[src/rtl/serial_pkg.sv]
// Shared definitions for the serial link: FSM state encoding and line levels
// used by both the transmitter and the matching receiver.
package serial_pkg;

  typedef enum logic [2:0] {
    IDLE  = 3'd0,
    START = 3'd1,
    DATA  = 3'd2,
    PAR   = 3'd3,
    STOP  = 3'd4
  } state_t;

  localparam logic LINE_IDLE = 1'b1;
  localparam logic START_BIT = 1'b0;

endpackage

[src/rtl/serial_tx_bit_timer.sv]
// Bit-period timer: counts BIT_CYCLES-1 down to 0, ticks on 0 and reloads.
// A restart pulse realigns the period to the cycle after the pulse.
module bit_timer #(
  parameter int BIT_CYCLES = 4
) (
  input  logic c,
  input  logic r,
  input  logic restart,
  output logic tick
);

  localparam int TW = $clog2(BIT_CYCLES + 1);
  localparam logic [TW-1:0] RELOAD = TW'(BIT_CYCLES - 1);

  logic [TW-1:0] cnt_q, cnt_d;

  always_comb begin
    tick  = (cnt_q == '0);
    cnt_d = cnt_q - TW'(1);
    if (restart || tick) cnt_d = RELOAD;
  end

  always_ff @(posedge c) begin
    if (!r) cnt_q <= '0;
    else    cnt_q <= cnt_d;
  end

endmodule

[src/rtl/serial_tx.sv]
// Serial transmitter: start bit, W data bits LSB first, optional even parity,
// stop bit. tx, ready and busy are all registered.
module serial_tx
  import serial_pkg::*;
#(
  parameter int W          = 8,
  parameter int BIT_CYCLES = 4,
  parameter int PARITY     = 0
) (
  input  logic         c,
  input  logic         r,
  input  logic [W-1:0] data_in,
  input  logic         valid,
  output logic         ready,
  output logic         tx,
  output logic         busy,
  output logic [2:0]   state_dbg
);

  localparam int CW = $clog2(W + 1);

  // Handshake: a word is taken on a posedge where valid && ready; valid
  // without ready is ignored, and data_in is not looked at outside that edge.
  state_t         state_q, state_d;
  logic [W-1:0]   shift_q, shift_d;
  logic [CW-1:0]  bit_cnt_q, bit_cnt_d;
  logic           par_q, par_d;
  logic           tx_q, tx_d;
  logic           ready_q, ready_d;
  logic           busy_q, busy_d;
  logic           restart;
  logic           tick;

  bit_timer #(.BIT_CYCLES(BIT_CYCLES)) u_timer (
    .c       (c),
    .r       (r),
    .restart (restart),
    .tick    (tick)
  );

  always_comb begin
    state_d   = state_q;
    shift_d   = shift_q;
    bit_cnt_d = bit_cnt_q;
    par_d     = par_q;
    tx_d      = tx_q;
    ready_d   = ready_q;
    busy_d    = busy_q;
    restart   = 1'b0;
    case (state_q)
      IDLE: begin
        if (valid && ready_q) begin
          shift_d   = data_in;
          par_d     = ^data_in;
          bit_cnt_d = '0;
          restart   = 1'b1;
          state_d   = START;
          tx_d      = START_BIT;
          ready_d   = 1'b0;
          busy_d    = 1'b1;
        end
      end
      START: begin
        if (tick) begin
          state_d   = DATA;
          tx_d      = shift_q[0];
          shift_d   = shift_q >> 1;
          bit_cnt_d = CW'(1);
        end
      end
      DATA: begin
        // bit_cnt_q counts bits already put on the line, so W means done
        if (tick) begin
          if (bit_cnt_q == CW'(W)) begin
            if (PARITY != 0) begin
              state_d = PAR;
              tx_d    = par_q;
            end else begin
              state_d = STOP;
              tx_d    = LINE_IDLE;
            end
          end else begin
            tx_d      = shift_q[0];
            shift_d   = shift_q >> 1;
            bit_cnt_d = bit_cnt_q + CW'(1);
          end
        end
      end
      PAR: begin
        if (tick) begin
          state_d = STOP;
          tx_d    = LINE_IDLE;
        end
      end
      STOP: begin
        if (tick) begin
          state_d = IDLE;
          tx_d    = LINE_IDLE;
          ready_d = 1'b1;
          busy_d  = 1'b0;
        end
      end
      default: begin
        state_d = IDLE;
        tx_d    = LINE_IDLE;
        ready_d = 1'b1;
        busy_d  = 1'b0;
      end
    endcase
  end

  always_ff @(posedge c) begin
    if (!r) begin
      state_q   <= IDLE;
      shift_q   <= '0;
      bit_cnt_q <= '0;
      par_q     <= 1'b0;
      tx_q      <= LINE_IDLE;
      ready_q   <= 1'b1;
      busy_q    <= 1'b0;
    end else begin
      state_q   <= state_d;
      shift_q   <= shift_d;
      bit_cnt_q <= bit_cnt_d;
      par_q     <= par_d;
      tx_q      <= tx_d;
      ready_q   <= ready_d;
      busy_q    <= busy_d;
    end
  end

  assign ready     = ready_q;
  assign tx        = tx_q;
  assign busy      = busy_q;
  assign state_dbg = state_q;

endmodule

[config.mk]
export PLATFORM = sky130hd
export DESIGN_NAME = serial_tx
export DESIGN_NICKNAME = d
export VERILOG_FILES = /design/src/rtl/serial_pkg.sv /design/src/rtl/serial_tx_bit_timer.sv /design/src/rtl/serial_tx.sv
export SDC_FILE = /design/constraint.sdc
export NUM_CORES = 1
export LEC_CHECK = 0
export CAP_MARGIN = 10
export CORE_MARGIN = 2
export CORE_UTILIZATION = 28
export DETAILED_ROUTE_END_ITERATION = 7
export PLACE_DENSITY_LB_ADDON = 0.3
export SYNTH_ARGS = -nofsm -noshare
export SYNTH_HDL_FRONTEND = slang
export SYNTH_SLANG_ARGS = --single-unit
[constraint.sdc]
create_clock -name c -period 3.8 [get_ports c]
set_input_delay 0.38 -clock c [delete_from_list [all_inputs] [get_ports c]]
set_output_delay 0.38 -clock c [all_outputs]
set_load 0.01 [all_outputs]
**After elaboration in Yosys (flattened, before gate mapping)**

Cells that the tools add are included.

- Logic and storage cells: 67
- Flip-flop bits (word level): 21
- Bits of input ports: 11
- Output and inout port bits: 6

- Bitwise operators: 2
- $add $sub $neg: 2
- Reductions and logical operators: 12
- Multiplexer cells: 30
- Equality and inequality tests: 13

Operators by type and width:

| cell | count |
|---|---|
| 8-bit 2-to-1 mux | 4 |
| 8-bit case mux with 3 select lines | 1 |
| 3-bit 2-to-1 mux | 6 |
| 4-bit 2-to-1 mux | 4 |
| 3-bit case mux with 5 select lines | 1 |
| 2-bit != test, second input constant | 7 |
| 4-bit case mux with 3 select lines | 1 |
| 1-bit 2-to-1 mux | 9 |
| 3-bit by 2-bit equality test with 1-bit output, second input constant | 2 |
| 3-bit zero test | 2 |
| 1-bit case mux with 3 select lines | 2 |
| 6-bit AND reduction | 1 |
| 5-bit AND reduction | 1 |
| 4-bit by 1-bit adder with 4-bit output, second input constant | 1 |
| 4-bit equality test, second input constant | 1 |
| 1-bit case mux with 4 select lines | 1 |
| 4-bit AND reduction | 1 |
| 2-bit OR reduction | 2 |
| 3-bit by 1-bit equality test with 1-bit output, second input constant | 1 |
| 3-bit equality test, second input constant | 1 |
| 3-bit AND reduction | 1 |
| 3-bit nonzero test | 1 |
| 3-bit OR reduction | 1 |
| 3-bit by 1-bit subtractor with 3-bit output, second input constant | 1 |
| 5 further kinds | 6 |

**Logic depth before layout (Yosys ltp)**

- Word-level depth: 5
- Mapped depth: 8
- Depth with buffers taken out: 7

**Cells and area by module**

Synthesis repeated with hierarchy kept, for this count alone.

- Cells, all modules: 129
- Area total of the unflattened synthesis: 1187.4 sq um

Modules (own cells, without submodules):

| module | instances | seq. area each (sq um) | area each (sq um) | cells an instance |
|---|---|---|---|---|
| serial_tx | 1 | 360.3 | 1057.3 | 117 |
| bit_timer | 1 | 60.1 | 130.1 | 12 |

**Least setup slack after synthesis**

Ideal clock, no wire load.

- Kind: register to register
- Start point: register u_timer.cnt_q[0]
- End point: register state_q[1] (netlist: state_dbg[1])
- Clock period less this slack: 1.768 ns
- Path buffers: 1
- Stages on the path, launching flop included: 9
- Required time: 3.669 ns
- Setup slack: 2.032 ns
- Data arrival time: 1.637 ns
- Setup time: 0.131 ns
- Path through: dfxtp_1 > inv_1 > ha_1 > ha_1 > buf_2 > or4b_1 > o221ai_1 > or2_1 > o41ai_2

- Word-level cells in the longest chain between the ends: 3
- Elaborated cells between the ends (all ways): 6
- Classes of those cells: 4 x eq/ne; 2 x reduce/logical

RTL lines:

| element | RTL line | text |
|---|---|---|
| from (decl) | serial_tx_bit_timer.sv:15 | `logic [TW-1:0] cnt_q, cnt_d;` |
| from (signal assigned) | serial_tx_bit_timer.sv:25 | `else cnt_q <= cnt_d;` |
| 3-bit zero test (*) | serial_tx_bit_timer.sv:18 | `tick = (cnt_q == '0);` |
| 2-bit != test (no source line) | -- |  |
| 6-bit AND reduction (no source line) (*) | -- |  |
| to (signal assigned) | serial_tx.sv:122 | `state_q <= state_d;` |
| to (decl) | serial_tx.sv:24 | `state_t state_q, state_d;` |

Every way passes the cells marked *; elsewhere a longest branch is shown, timed or not.
A chain may end at the register's enable or synchronous reset.

**Final worst setup path**

- Start point: register state_q[1] (netlist: state_dbg[1])
- End point: output port state_dbg[1]

RTL lines:

| element | RTL line | text |
|---|---|---|
| to (decl) | serial_tx.sv:17 | `output logic [2:0] state_dbg` |

No word-level cell between the ends.

==> out/metrics.csv <==
stage,metric,value,unit
final_layout,Post-Layout Cell Count,191,
routing,DRT Pass-1 Iters,4,
routing,DRC errors left,0,
floorplan,Die ar.,0.00466,mm2
worst_setup_path,crit path DAT,1.73,ns
routing,total wire length,2830,um
final_layout,diode count,0,
min_path,worst min-delay path category,flip-flop to flip-flop,
min_path,hold path depth,1,
grt,first-pass GRT wire length,4620,um
routing,antenna-violating nets left,0,
place,gpl congestion,0.764,
sta,Worst Skew,0.00124,ns
worst_setup_path,slowest CP cell,dfxtp_1,
flow_run,Max-Cap Viols,0,
synthesis,Synth Area per Inst,8.90,um2
worst_setup_path,crit end category,output pin,
clocking,Root Buffer Master,clkbuf_8,
grt,number of global-route vias before repair,974,
pwr,Worst IR Drop VDD,242,uV
floorplan,row count,23,
grt,Overflow after GRT,0,
synthesis,ys flop type,dfxtp_1,
routing,via count,1051,
sta,Slew headroom,51.6,%
floorplan,Ports,17,
clocking,deepest clock path buffer count,2,
place,hpwl dp,1920,um
final_layout,area grow syn2layout,18.9,%
synthesis,Mapped Area,0.00116,mm2
sta,final hold slack,0.436,ns
worst_setup_path,path depth of the worst reg2reg path,7,
synthesis,Synth Register Bits,21,
floorplan,Die X,68.3,um
worst_setup_path,"Cell Chain, Critical Path",clkdlybuf4s50_1,
status,status,"complete, no violations",
final_layout,final core occ,34.4,%
floorplan,Initial Util,28.9,%
synthesis,register area share after synthesis,36.3,%
clocking,H-tree lvl count,1,
synthesis,synth warn,0,
sta,worst slew pin tran,0.726,ns
routing,routed vias/inst,5.50,
clocking,post-CTS setup buffers,0,
synthesis,Synth top area share,36.3,%
grt,initial antenna violation count,0,
place,number of port buffers,16,
sta,Pins Over Slew Limit,0,
worst_setup_path,CP max stage delay,0.80,ns
worst_setup_path,Setup Crit Path Kind,flip-flop to output pin,
sta,period utilisation layout,55.5,%
sta,RSZ-0062 raised after global routing,false,
final_layout,layout cells sized above 1,8.51,%
synthesis,ys async rst share,0,%
sta,Max Fclk,474,MHz
clocking,clock latency on the worst-skew pair,0.27,ns
worst_setup_path,"Max FO, Critical Path",16,
clocking,CTS buffer count,3,
worst_setup_path,"delay-heaviest family, CP",flip-flops,
sta,"Hold Violations, Final",0,
sta,setup violators final,0,
clocking,post_cts resized,0,
clocking,CTS hold repair buffers,0,
pwr,"Power, Total",639,uW
synthesis,"EDFF count, synth",0,
synthesis,Synth Instances,130,
worst_setup_path,"Buf+Inv Stages, Crit Path",1,
pwr,PD cells,464,mW/mm2
final_layout,nets@finish,157,
floorplan,Die Y,68.3,um
sta,setup TNS,0,ns
synthesis,post-synth cell types,41,
synthesis,Synthesized Nets,145,
pwr,Leak,0.537,nW
place,placed cells,187,
synthesis,top post-synthesis cells by area,"dfxtp_1 36%, o211a_1 6.9%, nand4_1 4.9%, nand3_1 4.8%, ha_1 4.3%",
grt,GRT Total Usage,13.3,%
sta,Tmin final,2.11,ns
worst_setup_path,CP startpoint kind,flip-flop,
grt,pin count of the biggest net entering global routing,20,
routing,First DRT Iteration DRCs,67,
worst_setup_path,stages on the worst setup path,1,
routing,Avg WL per Cell,14.8,um
clocking,"CTS clk-pin slew, worst paths",0.08,ns
floorplan,Core ar.,0.00400,mm2
clocking,clock sink count,21,
worst_setup_path,Required @ worst endpoint,3.42,ns
clocking,CTS tree,built,
synthesis,largest area contributor in the netlist,dfxtp_1,
## synth_stat cells, types with 3 or more instances
cell / number
dfxtp_1: 21
nand3_1: 11
o21ai_0: 10
nand4_1: 9
o211a_1: 8
a21oi_1: 7
inv_1: 7
nand2_1: 7
buf_2: 4
ha_1: 4
clkbuf_1: 3
nand2b_1: 3
nor2_1: 3
## through the flow
stage,instance area (um2),setup WS [ns]
finish,1380,1.69
global route,1380,1.60
CTS,1380,1.68
detailed placement,1330,1.59
global placement,1330,1.66
floorplan,1160,2.03
## metal layers
layer	wire (um)	part of all wire (%)	track usage, %	vias up
met1	1300	46	17.4	503
met3	139	4.9	3.45	6
met4	44	1.6	4.75	0
met5	0	0	0	-
met2	1340	47	21.1	36
li1	-	-	-	506
## cells in the final DEF (no fill, tap or decap), types with 2 or more instances in the layout
cell type	synthesis	final
nand2b_1	3	3
nand4_1	9	9
clkbuf_8	0	3
nor3_1	2	2
a21oi_1	7	7
nand2_1	7	7
clkdlybuf4s50_1	0	16
nor3b_1	2	2
o21ai_0	10	10
o21ai_1	2	2
nand3_1	11	11
o211a_1	8	8
o21a_1	2	2
nor2_1	3	3
ha_1	4	4
dfxtp_1	21	21
inv_1	7	7
o221ai_1	2	2
## registers in the layout (all words and copies together) (netlist names)
name	flops
shift_q	8
bit_cnt_q	4
state_dbg	3
u_timer.cnt_q	3
busy	1
ready	1
tx	1
## final cells by class
cell class / instances / area, um2
Clock buffer: 3 / 41.3
Clock inverter: 1 / 5.00
Fill cell: 413 / 2620
Inverter: 8 / 30.0
Multi-Input combinational cell: 92 / 657
Sequential cell: 21 / 420
Tap cell: 50 / 62.6
Timing Repair Buffer: 16 / 160
## worst paths after layout
| path | endpoint | slack, ns | from |
|---|---|---|---|
| worst max-delay path | state_dbg[1] | 1.69 | state_dbg[1] |
| worst min-delay path | u_timer.cnt_q[0] | 0.44 | u_timer.cnt_q[0] |
| worst max register to register | state_dbg[1] | 1.79 | u_timer.cnt_q[0] |
| worst min register to register | u_timer.cnt_q[0] | 0.44 | u_timer.cnt_q[0] |
## where the power goes
part	internal [mW]	total, mW	leakage [nW]	switching, mW
Sequential	0.254	0.290	0.173	0.0352
Clock	0.0733	0.152	0.0255	0.0787
Combinational	0.0902	0.197	0.339	0.107
Total	0.418	0.639	0.537	0.221
## cells by family (layout without fill, tap and decap cells)
kind of cell             count (synthesis)  count (layout)  share of synthesized area, %
flip-flops                              21              21                          36.3
AO/OA/AOI/OAI                           41              41                          26.4
multiplexers                             1               1                         0.865
XOR/XNOR                                 2               2                          3.78
buffers and inverters                   17              28                          6.92
AND/OR/NAND/NOR                         44              44                          21.4
adder cells (fa/ha/maj)                  4               4                          4.32
No activity file was read; power rests on OpenSTA's default activity.
